===== config.mk =====
export PLATFORM = sky130hd
export DESIGN_NAME = seg7_scan_decoder
export DESIGN_NICKNAME = d
export VERILOG_FILES = /design/src/rtl/seg7_scan_decoder.sv
export SDC_FILE = /design/constraint.sdc
export NUM_CORES = 1
export LEC_CHECK = 0
export CAP_MARGIN = 30
export CORE_ASPECT_RATIO = 1.25
export CORE_MARGIN = 3
export CORE_UTILIZATION = 54
export DETAILED_ROUTE_END_ITERATION = 8
export PLACE_DENSITY_LB_ADDON = 0.25
export SLEW_MARGIN = 20
export SYNTH_ARGS = -nofsm -noshare
export SYNTH_HDL_FRONTEND = slang
export SYNTH_SLANG_ARGS = --single-unit

===== constraint.sdc =====
create_clock -name clk -period 3.15 [get_ports clk]
set_input_delay 0.945 -clock clk [delete_from_list [all_inputs] [get_ports clk]]
set_output_delay 0.945 -clock clk [all_outputs]
set_load 0.02 [all_outputs]

===== src/rtl/seg7_scan_decoder.sv =====
// Receive-side decoder for a multiplexed active-low 7-segment bus: qualifies each
// digit strobe for stability, decodes the glyph and flags malformed bus states.
module seg7_scan_decoder #(
  parameter int unsigned N_DIGITS      = 8,
  parameter int unsigned STABLE_CYCLES = 4
) (
  input  logic                  clk,
  input  logic                  rst,
  input  logic [N_DIGITS-1:0]   anodes_in,
  input  logic [6:0]            segments_in,
  output logic [4*N_DIGITS-1:0] value_out,
  output logic [N_DIGITS-1:0]   digit_valid,
  output logic                  invalid_pattern,
  output logic                  onehot_error,
  output logic                  frame_done
);

  localparam int unsigned CNT_W = $clog2(STABLE_CYCLES + 1);
  localparam int unsigned IDX_W = (N_DIGITS > 1) ? $clog2(N_DIGITS) : 1;
  localparam int unsigned POP_W = $clog2(N_DIGITS + 1);
  localparam logic [6:0]  BLANK = 7'h7F;

  typedef enum logic [1:0] {S_IDLE, S_TRACK, S_LOCKED} state_t;

  state_t              r_state;
  state_t              w_state_nxt;
  logic [CNT_W-1:0]    r_count;
  logic [CNT_W-1:0]    w_count_nxt;
  logic [IDX_W-1:0]    r_idx;
  logic [6:0]          r_seg;
  logic [4*N_DIGITS-1:0] r_value;
  logic [N_DIGITS-1:0] r_valid;
  logic [N_DIGITS-1:0] r_seen;
  logic                r_invalid;
  logic                r_onehot_err;
  logic                r_frame;

  logic [POP_W-1:0]    w_lows;
  logic [IDX_W-1:0]    w_idx;
  logic                w_cand;
  logic                w_multi;
  logic                w_same;
  logic                w_accept;
  logic                w_glyph;
  logic                w_blank;
  logic [3:0]          w_nib;
  logic [N_DIGITS-1:0] w_seen_nxt;
  logic                w_frame;

  // Count low anodes and remember the index of the (last) low one.
  always_comb begin
    w_lows = '0;
    w_idx  = '0;
    for (int i = 0; i < N_DIGITS; i++) begin
      if (!anodes_in[i]) begin
        w_lows = w_lows + POP_W'(1);
        w_idx  = IDX_W'(i);
      end
    end
  end

  assign w_cand  = (w_lows == POP_W'(1));
  assign w_multi = (w_lows > POP_W'(1));
  assign w_same  = (w_idx == r_idx) && (segments_in == r_seg);

  // Glyph lookup on the raw active-low segment pattern.
  always_comb begin
    w_glyph = 1'b1;
    w_nib   = 4'h0;
    case (segments_in)
      7'h01: w_nib = 4'h0;
      7'h4F: w_nib = 4'h1;
      7'h12: w_nib = 4'h2;
      7'h06: w_nib = 4'h3;
      7'h4C: w_nib = 4'h4;
      7'h24: w_nib = 4'h5;
      7'h20: w_nib = 4'h6;
      7'h0F: w_nib = 4'h7;
      7'h00: w_nib = 4'h8;
      7'h04: w_nib = 4'h9;
      7'h08: w_nib = 4'hA;
      7'h60: w_nib = 4'hB;
      7'h31: w_nib = 4'hC;
      7'h42: w_nib = 4'hD;
      7'h30: w_nib = 4'hE;
      7'h38: w_nib = 4'hF;
      default: w_glyph = 1'b0;
    endcase
  end

  assign w_blank = (segments_in == BLANK);

  // Stability tracker next-state; acceptance fires on the edge the count hits the target.
  always_comb begin
    w_state_nxt = r_state;
    w_count_nxt = r_count;
    w_accept    = 1'b0;
    case (r_state)
      S_IDLE: begin
        if (w_cand) begin
          w_state_nxt = S_TRACK;
          w_count_nxt = CNT_W'(1);
        end
      end
      S_TRACK: begin
        if (!w_cand) begin
          w_state_nxt = S_IDLE;
          w_count_nxt = '0;
        end else if (w_same) begin
          w_count_nxt = (r_count == CNT_W'(STABLE_CYCLES)) ? r_count : r_count + CNT_W'(1);
        end else begin
          w_count_nxt = CNT_W'(1);
        end
      end
      S_LOCKED: begin
        if (!w_cand) begin
          w_state_nxt = S_IDLE;
          w_count_nxt = '0;
        end else if (!w_same) begin
          w_state_nxt = S_TRACK;
          w_count_nxt = CNT_W'(1);
        end
      end
      default: begin
        w_state_nxt = S_IDLE;
        w_count_nxt = '0;
      end
    endcase
    if ((w_state_nxt == S_TRACK) && (w_count_nxt == CNT_W'(STABLE_CYCLES))) begin
      w_state_nxt = S_LOCKED;
      w_accept    = 1'b1;
    end
  end

  always_comb begin
    w_seen_nxt = r_seen;
    for (int i = 0; i < N_DIGITS; i++) begin
      if (w_idx == IDX_W'(i)) w_seen_nxt[i] = 1'b1;
    end
  end

  assign w_frame = w_accept && (w_seen_nxt == '1);

  always_ff @(posedge clk or posedge rst) begin
    if (rst) begin
      r_state <= S_IDLE;
      r_count <= '0;
      r_idx   <= '0;
      r_seg   <= BLANK;
    end else begin
      r_state <= w_state_nxt;
      r_count <= w_count_nxt;
      if (w_cand) begin
        r_idx <= w_idx;
        r_seg <= segments_in;
      end
    end
  end

  // Decoded outputs, pulses and frame bookkeeping.
  always_ff @(posedge clk or posedge rst) begin
    if (rst) begin
      r_value      <= '0;
      r_valid      <= '0;
      r_seen       <= '0;
      r_invalid    <= 1'b0;
      r_onehot_err <= 1'b0;
      r_frame      <= 1'b0;
    end else begin
      r_onehot_err <= w_multi;
      r_invalid    <= w_accept && !w_glyph && !w_blank;
      r_frame      <= w_frame;
      if (w_accept) begin
        r_seen <= w_frame ? '0 : w_seen_nxt;
        for (int i = 0; i < N_DIGITS; i++) begin
          if (w_idx == IDX_W'(i)) begin
            r_valid[i] <= w_glyph;
            if (w_glyph) r_value[4*i +: 4] <= w_nib;
          end
        end
      end
    end
  end

  assign value_out       = r_value;
  assign digit_valid     = r_valid;
  assign invalid_pattern = r_invalid;
  assign onehot_error    = r_onehot_err;
  assign frame_done      = r_frame;

endmodule


==> key figures <==
Route
  – WL per Instance: 22.14 um
  – Via count: 3850
  – Vias per inst: 6.160
  – DR pass1 iterations: 5
  – DRT iter0 DRCs: 404
  – DRC: 0
  – Antenna viol nets, final: 0
  – Total wire length: 13840 um

Synth
  – Top post-synthesis cells by area: dfrtp_1, mux2_2, dfstp_2
  – FF+latch count, synth: 66
  – Syn_nets: 402
  – Synth Area per Inst: 10.05 um^2
  – Cell with the most instances after synthesis: dfrtp_1
  – Area share of the largest cell type after synthesis: 39.07%
  – Post-synthesis cell type count: 54
  – Synth top cells by count: dfrtp_1, nand2_1, mux2_2
  – Post-synth ARST share: 100.0%
  – Post-synthesis sequential area ratio: 43.94%
  – Post-synth EDFFs: 0
  – Cell taking the most area after synthesis: dfrtp_1
  – Synthesized area: 3779 um^2
  – Synthesized instance count: 376
  – YS warnings: 0
  – Synth Flop Type: dfrtp_1

STA
  – Final setup fails: 66
  – Final Hold Fails: 0
  – Fin. max-slew vios: 0
  – Fmax: 205.9 MHz
  – Clock Skews: 0.01175 ns
  – Min Tclk post-route: 4.858 ns
  – Hold WS: 0.4834 ns
  – RSZ-0062 raised after global routing: true
  – Period utilization: 154.2%
  – Worst-margin pin slew: 0.7004 ns
  – Rel. slew slack: 52.97%
  – Final Worst Setup Slack: -1.708 ns

Worst setup path
  – Data arrival time of the critical path: 5.12 ns
  – Crit path required time: 3.41 ns
  – Crit Path Category: input pin to flop
  – Setup crit end kind: flop
  – Crit Path Max Fanout: 4
  – Worst setup SP type: input pin

Floorplanning
  – I/O Pins: 60
  – Initial Util: 56.49%
  – Die height: 99.53 um
  – Core area: 6689 um^2
  – Cell Rows: 33
  – Die ar.: 8044 um^2
  – Die width: 80.82 um

Global route
  – Vias in the first global route: 3950
  – Global Route Usage Sum: 31.94%
  – Grt total ovfl: 0
  – First-pass GRT wire length: 19510 um
  – Largest net degree at the start of global routing: 67
  – Initial antenna violation count: 0

Clock tree
  – Num CTS Buffers: 9
  – Clock sinks: 66
  – # H-tree levels: 3
  – Clock Latency Late Sink: 0.36 ns
  – Root Buffer: clkbuf_8
  – Max Buffers Root-to-Sink: 2
  – Hold-fix buffers, CTS: 0
  – Clock Pin Slew Worst Setup and Hold Paths: 0.08 ns
  – CTS tree: yes

Flow run
  – Max-Cap Viols: 0

Placement
  – Gpl congestion: 0.8254
  – Final HPWL DP: 7559 um
  – Placement Cell Area: 5280 um^2
  – Port bufs: 59
  – Dpl cells: 596

Status
  – Outcome: finished, violations left
  – Failing checks: setup timing

Min path
  – Min-delay worst type: flop to flop

Finish
  – Syn-to-layout area delta: 59.77%
  – Finished Layout Cells: 625
  – Layout Cell Area excl Fill: 6037 um^2
  – Diode count: 0
  – Proportion of layout cells with a drive suffix above 1: 45.17%
  – Final net count: 559

Pwr
  – Leakage power: 2.761 nW
  – Peak supply drop: 457.9 uV
  – PD cells: 549.3 nW/um^2
## final cells by class
type / count / area, um^2
Sequential cell: 66 / 1660
Tap cell: 87 / 108.9
Inverter: 23 / 101.3
Clock inverter: 7 / 102.6
Fill cell: 242 / 651.9
Clock buffer: 9 / 123.9
Timing Repair Buffer: 164 / 1459
Multi-Input combinational cell: 269 / 2481
## sequential cells by signal, summed over array words and instances (netlist names)
register and cells:
r_seen 8, r_seg 7, onehot_error 1, invalid_pattern 1
r_count 3, frame_done 1, r_state 2, digit_valid 8
r_idx 3, value_out 32
## layer usage
| metal | track usage, % | part of all wire (%) | routed length, um |
|---|---|---|---|
| met5 | 0 | 0 | 0 |
| met4 | 14.04 | 5.9 | 813 |
| met3 | 6.522 | 7.3 | 1009 |
| met2 | 55.66 | 51 | 7065 |
| met1 | 37.39 | 36 | 4948 |
## cell families after synthesis
family,synth area share [%]
fa+ha+maj,2.980
flops,43.94
simple gates,18.54
xor+xnor,6.921
buf+inv,4.371
compound gates,10.80
mux,12.45
## what timing repair did
action,in CTS,in global routing
setup buffers,11,3
gates resized for setup,55,63
endpoints found under the hold margin,0,0
setup endpoints to repair,66,66
gates cloned,2,1
pin swaps,15,18
## placed cells by master (no fill, tap or decap), types with 4 or more instances in the layout
cell type,count
nor3_1,10
o21ai_0,7
mux2_4,18
nand3_1,6
nand2_1,29
ha_4,5
nand3_4,9
o211ai_1,4
dfrtp_1,59
nor2_1,16
inv_1,19
nand3b_1,5
mux2_2,22
buf_6,12
nand2_2,9
clkdlybuf4s50_1,56
dfstp_2,7
o21ai_2,4
a21boi_1,7
xor2_1,7
nand3_2,8
xnor2_1,13
ha_1,4
nand2b_1,9
clkbuf_8,9
buf_4,91
## per-stage QoR
step,worst slack (ns),power (mW),setup TNS [ns],utilization (%)
final,-1.708,3.316,-106.31,90.25
after global routing,-1.838,3.421,-112.35,90.25
after CTS,-1.667,2.946,-103.36,86.78
after detailed placement,-2.431,1.958,-153.76,78.94
after global placement,-2.282,1.909,-145.77,78.94
after floorplan,-1.658,1.603,-102.61,-
## critical path, cell delays in order
cell and delay (ns):
buf_12 0.10, inv_12 0.03, ha_4 0.24, xnor2_2 0.12, ha_1 0.31, nand2b_1 0.10, nand2_1 0.08, ha_1 0.28
nand2b_1 0.13, nand2_2 0.08, ha_4 0.23, nor2_4 0.10, a31oi_4 0.05, or2_4 0.28, ha_4 0.22, mux2i_2 0.22
inv_1 0.12, ha_4 0.19, xor2_4 0.15, a32oi_4 0.10, nor3_4 0.33, buf_6 0.19, buf_4 0.14, buf_6 0.10
nor2_1 0.05, a31oi_1 0.20
## worst paths after layout
| check | start | end | slack (ns) | cells past startpoint |
|---|---|---|---|---|
| min | r_seg[3] | r_seg[3] | 0.48 | 2 |
| min reg2reg | r_seg[3] | r_seg[3] | 0.48 | 2 |
| min in group asynchronous | rst | r_seen[0] | 0.98 | 3 |
| max | anodes_in[0] | r_idx[0] | -1.71 | 26 |
| max reg2reg | r_seg[2] | digit_valid[6] | 0.22 | 9 |
| max in group asynchronous | rst | r_seg[6] | 1.87 | 3 |
## report_power, final
| group | switching [mW] | internal [mW] |
|---|---|---|
| sequential | 0.0921 | 0.958 |
| clock | 0.367 | 0.453 |
| combinational | 0.737 | 0.708 |
Power figures use the tool's default switching activity.
